`src/rtl/cpu_param_core.sv`:
```
// cpu_param_core: small parameterised accumulator/move CPU.
// A program ROM outside the block supplies one instruction word per program
// address. Instructions retire only on "go" cycles, which are produced either
// by a free-running tick divider or, in turbo mode, on every clock.
// The register file holds the I/O and flag registers in its top slots:
//   Reg[NREG-1] flags (bit0 ZERO, bit1 CARRY, bit2 SHFT)
//   Reg[NREG-2] Dout, Reg[NREG-3] GPO, Reg[NREG-4] sampled Din.

module cpu_param_core #(
  parameter int DW      = 8,
  parameter int NREG    = 32,
  parameter int AW      = 8,
  parameter int CNT_MAX = 12500000
) (
  input  logic            Clock,
  input  logic            Reset,
  input  logic            Turbo,
  input  logic            Sample,
  input  logic [DW-1:0]   Din,
  output logic [AW-1:0]   PAddr,
  input  logic [26+AW:0]  PData,
  output logic [DW-1:0]   Dout,
  output logic            Dval,
  output logic [DW-1:0]   GPO
);

  localparam int RW = $clog2(NREG);
  localparam int CW = (CNT_MAX > 0) ? $clog2(CNT_MAX + 1) : 1;

  localparam logic [CW-1:0] CNT_TC    = CW'(CNT_MAX);
  localparam logic [RW-1:0] IDX_FLAGS = RW'(NREG - 1);
  localparam logic [RW-1:0] IDX_DOUT  = RW'(NREG - 2);
  localparam logic [RW-1:0] IDX_GPO   = RW'(NREG - 3);
  localparam logic [RW-1:0] IDX_DIN   = RW'(NREG - 4);

  localparam logic [3:0] GRP_MOV = 4'd0;
  localparam logic [3:0] GRP_JMP = 4'd1;
  localparam logic [3:0] GRP_ACC = 4'd2;

  // Architectural and control state
  logic [DW-1:0] r_regs [NREG];
  logic [AW-1:0] r_ip;
  logic [CW-1:0] r_cnt;
  logic          r_dval;
  logic          r_turbo_s1, r_turbo_s2;
  logic          r_sample_s1, r_sample_s2, r_sample_s3;

  // Instruction fields
  logic [3:0]    w_grp;
  logic [2:0]    w_cmd;
  logic [1:0]    w_t1, w_t2;
  logic [7:0]    w_a1, w_a2;
  logic [AW-1:0] w_addr;

  // Operand and execution signals
  logic [RW-1:0] w_a1_idx, w_a2_idx;
  logic [DW-1:0] w_reg_a1, w_reg_a2;
  logic [DW-1:0] w_ind_a1, w_ind_a2;
  logic [DW-1:0] w_val1, w_val2;
  logic [RW-1:0] w_dst_idx;
  logic          w_dst_ok;
  logic [DW:0]   w_sum, w_diff;
  logic [DW-1:0] w_flags_cur, w_flags_next;
  logic          w_go;
  logic          w_sample_rise;
  logic [AW-1:0] w_ip_inc, w_ip_next;
  logic          w_wr_en;
  logic [DW-1:0] w_wr_data;
  logic [2:0]    w_flag_en;
  logic [2:0]    w_flag_val;
  logic          w_jmp_taken;

  assign w_grp  = PData[26+AW:23+AW];
  assign w_cmd  = PData[22+AW:20+AW];
  assign w_t1   = PData[19+AW:18+AW];
  assign w_a1   = PData[17+AW:10+AW];
  assign w_t2   = PData[9+AW:8+AW];
  assign w_a2   = PData[7+AW:AW];
  assign w_addr = PData[AW-1:0];

  // Operand addresses wrap modulo NREG; indirect pointers use the low bits
  // of the pointer register for the same reason.
  assign w_a1_idx = w_a1[RW-1:0];
  assign w_a2_idx = w_a2[RW-1:0];
  assign w_reg_a1 = r_regs[w_a1_idx];
  assign w_reg_a2 = r_regs[w_a2_idx];
  assign w_ind_a1 = r_regs[w_reg_a1[RW-1:0]];
  assign w_ind_a2 = r_regs[w_reg_a2[RW-1:0]];

  assign w_flags_cur   = r_regs[IDX_FLAGS];
  assign w_sample_rise = r_sample_s2 & ~r_sample_s3;
  assign w_go          = ~Reset & ((r_cnt == CNT_TC) | r_turbo_s2);
  assign w_ip_inc      = r_ip + AW'(1);

  assign w_sum  = {1'b0, w_val2} + {1'b0, w_val1};
  assign w_diff = {1'b0, w_val2} - {1'b0, w_val1};

  // Resolve the first operand value from its addressing type
  always_comb begin
    case (w_t1)
      2'b01:   w_val1 = w_reg_a1;
      2'b10:   w_val1 = w_ind_a1;
      default: w_val1 = DW'(w_a1);
    endcase
  end

  // Resolve the second operand value and the destination register
  always_comb begin
    w_dst_ok  = 1'b0;
    w_dst_idx = w_a2_idx;
    case (w_t2)
      2'b01: begin
        w_val2   = w_reg_a2;
        w_dst_ok = 1'b1;
      end
      2'b10: begin
        w_val2    = w_ind_a2;
        w_dst_ok  = 1'b1;
        w_dst_idx = w_reg_a2[RW-1:0];
      end
      default: w_val2 = DW'(w_a2);
    endcase
  end

  // Decode and execute the current instruction into write/flag/IP intents
  always_comb begin
    w_wr_en     = 1'b0;
    w_wr_data   = '0;
    w_flag_en   = 3'b000;
    w_flag_val  = 3'b000;
    w_jmp_taken = 1'b0;
    w_ip_next   = w_ip_inc;
    case (w_grp)
      GRP_MOV: begin
        w_wr_en = w_dst_ok;
        case (w_cmd)
          3'd1: begin
            w_wr_data     = {w_val1[DW-2:0], 1'b0};
            w_flag_en[2]  = 1'b1;
            w_flag_val[2] = w_val1[DW-1];
          end
          3'd2: begin
            w_wr_data     = {1'b0, w_val1[DW-1:1]};
            w_flag_en[2]  = 1'b1;
            w_flag_val[2] = w_val1[0];
          end
          default: w_wr_data = w_val1;
        endcase
      end
      GRP_ACC: begin
        // Logic ops clear CARRY; undefined ops change nothing at all.
        if (w_cmd <= 3'd4) begin
          w_wr_en      = w_dst_ok;
          w_flag_en    = 3'b011;
          case (w_cmd)
            3'd0: begin
              w_wr_data     = w_sum[DW-1:0];
              w_flag_val[1] = w_sum[DW];
            end
            3'd1: begin
              w_wr_data     = w_diff[DW-1:0];
              w_flag_val[1] = w_diff[DW];
            end
            3'd2:    w_wr_data = w_val2 & w_val1;
            3'd3:    w_wr_data = w_val2 | w_val1;
            default: w_wr_data = w_val2 ^ w_val1;
          endcase
          w_flag_val[0] = (w_wr_data == '0);
        end
      end
      GRP_JMP: begin
        case (w_cmd)
          3'd0:    w_jmp_taken = 1'b1;
          3'd1:    w_jmp_taken = w_flags_cur[0];
          3'd2:    w_jmp_taken = w_flags_cur[1];
          3'd3:    w_jmp_taken = ~w_flags_cur[0];
          default: w_jmp_taken = 1'b0;
        endcase
        if (w_jmp_taken) w_ip_next = w_addr;
      end
      default: ;
    endcase
  end

  // Merge the hardware flag update into the flag register, leaving
  // software-owned upper bits untouched
  always_comb begin
    w_flags_next = w_flags_cur;
    for (int b = 0; b < 3; b++) begin
      if (w_flag_en[b]) w_flags_next[b] = w_flag_val[b];
    end
  end

  // Two-flop synchronisers for the asynchronous control inputs, plus a
  // third Sample stage for rising-edge detection
  always_ff @(posedge Clock) begin
    if (Reset) begin
      r_turbo_s1  <= 1'b0;
      r_turbo_s2  <= 1'b0;
      r_sample_s1 <= 1'b0;
      r_sample_s2 <= 1'b0;
      r_sample_s3 <= 1'b0;
    end else begin
      r_turbo_s1  <= Turbo;
      r_turbo_s2  <= r_turbo_s1;
      r_sample_s1 <= Sample;
      r_sample_s2 <= r_sample_s1;
      r_sample_s3 <= r_sample_s2;
    end
  end

  // Execution-tick divider, wraps after the terminal count
  always_ff @(posedge Clock) begin
    if (Reset) begin
      r_cnt <= '0;
    end else if (r_cnt == CNT_TC) begin
      r_cnt <= '0;
    end else begin
      r_cnt <= r_cnt + CW'(1);
    end
  end

  // Instruction pointer advances only on go cycles
  always_ff @(posedge Clock) begin
    if (Reset) begin
      r_ip <= '0;
    end else if (w_go) begin
      r_ip <= w_ip_next;
    end
  end

  // Register file; later assignments win, so an explicit write to the flag
  // register beats the flag update and a Sample capture beats everything
  always_ff @(posedge Clock) begin
    if (Reset) begin
      for (int i = 0; i < NREG; i++) r_regs[i] <= '0;
    end else begin
      if (w_go && (w_flag_en != 3'b000)) r_regs[IDX_FLAGS] <= w_flags_next;
      if (w_go && w_wr_en) r_regs[w_dst_idx] <= w_wr_data;
      if (w_sample_rise) r_regs[IDX_DIN] <= Din;
    end
  end

  // One-cycle strobe accompanying every write to the Dout register
  always_ff @(posedge Clock) begin
    if (Reset) begin
      r_dval <= 1'b0;
    end else begin
      r_dval <= w_go && w_wr_en && (w_dst_idx == IDX_DOUT);
    end
  end

  assign PAddr = r_ip;
  assign Dout  = r_regs[IDX_DOUT];
  assign GPO   = r_regs[IDX_GPO];
  assign Dval  = r_dval;

endmodule

```
`config.mk`:
```
export PLATFORM = sky130hd
export DESIGN_NAME = cpu_param_core
export DESIGN_NICKNAME = d
export VERILOG_FILES = /design/src/rtl/cpu_param_core.sv
export SDC_FILE = /design/constraint.sdc
export NUM_CORES = 1
export LEC_CHECK = 0
export CAP_MARGIN = 20
export CORE_MARGIN = 1
export CORE_UTILIZATION = 45
export CTS_CLUSTER_SIZE = 16
export DETAILED_ROUTE_END_ITERATION = 8
export SETUP_SLACK_MARGIN = 0.02
export SLEW_MARGIN = 20
export SYNTH_ARGS = -nofsm -noshare
export SYNTH_HDL_FRONTEND = slang
export SYNTH_SLANG_ARGS = --single-unit
export TNS_END_PERCENT = 1
```
`constraint.sdc`:
```
create_clock -name Clock -period 8.8 [get_ports Clock]
set_input_delay 1.76 -clock Clock [delete_from_list [all_inputs] [get_ports Clock]]
set_output_delay 1.76 -clock Clock [all_outputs]
set_load 0.02 [all_outputs]
```
======== Word level (Yosys, flattened, before mapping) ========
Memories as Yosys holds them, arrays and structs flattened.
Index checks and enable logic that the tools add are counted.
operators by class
  reductions and logical operators ........ 11
  multiplexer cells ....................... 44
  bitwise gates (word level) .............. 17
  add/subtract/negate cells ............... 4
  equality and inequality tests ........... 13
  $lt $le $gt $ge ......................... 1
operator list
  cell                                                 number
  two-way mux 8 bit                                    8
  one-hot mux 8 bit (2 select lines)                   4
  one-hot mux 8 bit (4 select lines)                   1
  adder 24 x 1 -> 24 bit, second input constant        1
  equality test 24 bit, second input constant          1
  two-way mux 1 bit                                    20
  equality test 5 bit, second input constant           2
  two-way mux 5 bit                                    2
  adder 8 x 8 -> 9 bit                                 1
  subtractor 8 x 8 -> 9 bit                            1
  adder 8 x 1 -> 8 bit, second input constant          1
  bitwise AND 8 bit                                    1
  logical NOT 8 bit                                    1
  two-way mux 2 bit                                    4
  OR 8 bit                                             1
  one-hot mux 1 bit (2 select lines)                   4
  OR reduction 8 bit                                   1
  XOR 8 bit                                            1
  bitwise AND 1 bit                                    6
  equality test 3 x 2 -> 1 bit, second input constant  2
  OR reduction 2 bit                                   3
  equality test 5 bit, first input constant            1
  inverter 1 bit                                       5
  equality test 2 x 1 -> 1 bit, second input constant  2
  other kinds (11)                                     16
storage, ports and cells
  register bits ........................... 38
  output and inout bits ................... 25
  memory bits (writable) .................. 256
  memories kept ........................... 1
  bits of input ports ..................... 47
memories
  name    depth  bits a word  read ports  clocked after Yosys merged registers in  write ports  RTL line  text
  r_regs  32     8            7           0                                        32           41        logic [DW-1:0] r_regs [NREG];

======== Longest topological paths before layout ========
  depth after elaboration ................. 13
  gate-level depth with buffers ........... 32
  depth with buffers taken out ............ 24

======== Worst setup path after synthesis ========
No wires, ideal clock.
  path kind ............................... input-to-reg
  from .................................... input port PData[8]
  to ...................................... memory r_regs[21][7] (data pin)
  arrival time ............................ 7.247 ns
  buffers on the path ..................... 5
  data required time ...................... 8.538 ns
  setup slack ............................. 1.291 ns
  stages .................................. 25
  cell sequence ........................... buf_2 -> buf_4 -> buf_4 -> mux4_2 -> mux4_2 -> mux2i_4 -> buf_2 -> mux4_2 -> a22oi_1 -> a32oi_1 -> o21ai_1 -> ha_1 -> o21ba_2 -> o21bai_1 -> a21oi_1 -> o21ba_2 -> nor2_1 -> nor2_1 -> o21bai_1 -> a22o_1 -> nor4_1 -> a311oi_1 -> o22a_1 -> buf_2 -> nor2_1
RTL lines
  element             RTL line  text
  start: declaration  21        input logic [26+AW:0] PData,
  end: declaration    41

==> qor.yml <==
crit_path_end_kind: "flip-flop"
hpwl_um: 63800
die_h_um: 224
synth_edf_count: 256
pwr-share-clk_pct: 32.2
status: "finished, final reports clean"
cts_setup_buffers: 0
setup_viol: 0
cp_slowest_stage_delay_ns: 0.71
finalHoldViolCount: 0
switching_share_pct: 32.8
syn_inst: 2040
die-width_um: 224
critPathMaxFanout: 26
initial_utilization_pct: 46.0
vias: 18500
min_path_type: "flip-flop to flip-flop"
cts_buffers: 31
htree_levels: 1
ys_ff_latch: 294
core-area_sq_um: 48100
ir_worst_vdd_mv: 0.163
ant_nets: 0
syn_nets: 2121
routed_wl_um: 84700
ys.flop_type: "edfxtp_1"
nNetsFinal: 2160
grt_first_pass_wirelength_um: 123000
cts_hold_buf: 0
cts_resized: 0
rsz0062_at_grt: "no"
synth.distinct_cells: 88
layout_min_cycle_time_ns: 8.32
design_area_sq_um: 24800
power.density_nw_per_um2: 167
ys_seq_area_share_pct: 38.1
startpoint_type: "input port"
cap_violations: 0
cts_num_sinks: 294
rrSetupSlack_ns: 1.80
leakage_nw: 9.20
crit_path_start: "PData[20]"
clockBufferDepth: 3
final_max_slew_viol_count: 0
cp_top_family: "compound AO/OA/AOI/OAI gates"
seq_power_share_pct: 39.3
syn-cell-area_sq_um: 22200
cts_tree: "done"
io_pins: 72
drt_first_pass_iters: 9
gp_congestion: 1.04
finClkSkew_ns: 0.0120
period_share_pct: 94.5
clk_pin_slew_ns: 0.06
critPathArrivalTime_ns: 8.66
cp_slowest_cell: "clkdlybuf4s50_1"
viasPerCell: 6.71
drtIter0Drc: 2640
min_path_cells: 1
fp-row-count: 80
r2r_start: "r_regs[31][1]"
critPathCapture: "r_regs[17][6]"
r2r_cells: 25
grt_pass1_vias: 17400
tightest_slew_ns: 1.07
path_depth: 26
relSlewSlack_pct: 27.9
r2r-end: "r_regs[17][6]"
wl_per_cell_um: 30.7
port-buffer-count: 71
antenna-diode-count: 0
drc: 0
critical_path_buf_inv_count: 6
fin_tns_setup_ns: 0
ys_warn_count: 0
critical_path_class: "input port to flip-flop"
antenna_found_initial: 1
grt_max_degree: 60
syn2layout_area_growth_pct: 11.9
power.internal_mw: 2.79
placed_area_sq_um: 23800
crit_required_ns: 9.14
cts_root_buffer: "clkbuf_16"
syn_area_per_cell_sq_um: 10.9
async_reset_ff_share_pct: 0
track_usage_pct: 33.7
dieArea_sq_um: 50100
combPwrFrac_pct: 28.4
clk_latency_ns: 0.61
drive_gt1_share_pct: 18.5
switchingPower_mw: 1.36
fmax_mhz: 120
grt_overflow: 0
==> cells in the final DEF (no fill, tap or decap), types with 7 or more instances in the layout <==
cell type	n
ha_1	32
mux2_2	19
a21oi_1	57
nand4_1	10
buf_12	15
a31oi_1	9
a211oi_1	17
mux4_2	163
o22ai_1	13
nor2_2	30
xor2_1	13
a2111oi_0	11
and2_1	7
nor2_1	286
mux2i_1	259
a21o_1	8
o211ai_1	7
or3_1	7
clkbuf_16	31
nor2b_1	19
a41oi_1	18
nand2_1	183
nor3_1	41
clkdlybuf4s50_1	67
nand3_1	36
inv_1	61
buf_4	84
dfxtp_1	38
o21ai_1	8
and3_1	15
a311oi_1	9
edfxtp_1	256
o21ai_0	47
a22oi_1	41
nand2b_1	39
a32oi_1	9
==> how the worst min path moves through the flow <==
stage                            from          end  slack [ns]
after global placement    r_sample_s1  r_sample_s2        0.42
after global routing       r_turbo_s1   r_turbo_s2        0.46
after detailed placement   r_turbo_s1   r_turbo_s2        0.42
after CTS                  r_turbo_s1   r_turbo_s2        0.44
final                      r_turbo_s1   r_turbo_s2        0.43
after floorplan           r_sample_s1  r_sample_s2        0.41
==> per-stage QoR <==
| step | setup slack (ns) | util (%) | hold WS [ns] | instances | power, mW |
|---|---|---|---|---|---|
| after floorplan | 1.29 | - | 0.414 | 2040 | 2.40 |
| after global placement | 0.152 | 49.4 | 0.419 | 2702 | 2.79 |
| after detailed placement | 0.0829 | 49.4 | 0.425 | 2702 | 2.80 |
| after CTS | 0.713 | 51.5 | 0.439 | 2760 | 4.11 |
| after global routing | 0.315 | 51.5 | 0.463 | 2760 | 4.26 |
| final | 0.484 | 51.5 | 0.435 | 2760 | 4.14 |
==> per-layer routing <==
metal	vias up	share of wire (%)	global-route usage [%]
met5	-	0.022	0
met4	2	4.5	13.1
met3	201	11	7.50
met2	1256	44	50.3
met1	9210	41	47.6
li1	7862	-	-
==> layout make-up <==
type,instances,area (sq um)
multi-input combinational,1523,12700
fill,4275,23400
inverter,61,229
sequential,294,8450
clock inverter,21,216
timing repair buffer,168,1620
tap,656,821
clock buffer,37,798
==> power by group through the flow <==
stage               sequential (mW)  clock, mW  combinational [mW]
floorplan                      1.62          0               0.779
global placement               1.65          0                1.13
CTS                            1.62       1.34                1.15
global route                   1.63       1.40                1.23
detailed placement             1.65          0                1.14
finish                         1.63       1.34                1.18
==> flip-flops by register name, indices dropped and copies added (netlist names) <==
| register | count |
|---|---|
| Dval | 1 |
| PAddr | 8 |
| r_cnt | 24 |
| r_regs | 256 |
| r_sample_s1 | 1 |
| r_sample_s2 | 1 |
| r_sample_s3 | 1 |
| r_turbo_s1 | 1 |
| r_turbo_s2 | 1 |
==> worst register-to-register path: cells and delay by family (launching register included) <==
kind	cells	cell delay [ns]
compound gates	8	2.29
simple gates	6	0.46
fa+ha+maj	1	0.42
buf+inv	4	0.66
mux	6	2.35
flops	1	0.58
==> synthesized netlist by cell type (10+ instances only) <==
master	n	area [sq um]
nand2_1	183	687
xor2_1	13	114
nor2b_1	19	119
mux2_2	19	214
a2111oi_0	11	96.3
edfxtp_1	256	7690
nand2b_1	39	244
clkbuf_1	56	210
a211oi_1	17	128
a21oi_1	60	300
a41oi_1	18	158
nor2_2	30	188
mux4_2	163	3670
o22ai_1	13	81.3
buf_4	21	158
dfxtp_1	38	761
a22oi_1	41	308
nor3_1	41	205
o21ai_0	47	235
nand4_1	10	62.6
buf_2	62	310
and3_1	15	93.8
nand3_1	36	180
mux2i_1	259	2590
buf_1	11	41.3
inv_1	61	229
ha_1	32	400
nor2_1	286	1070
==> kinds of logic (layout without fill, tap and decap cells) <==
family          after synthesis  after routing  share of synthesized area [%]
simple gates                706            706                           14.5
mux                         443            443                           29.4
compound gates              321            321                           10.2
flops                       294            294                           38.1
buf+inv                     223            287                           5.06
fa+ha+maj                    34             34                           1.99
xor+xnor                     19             19                          0.751
Power figures use the tool's default switching activity.
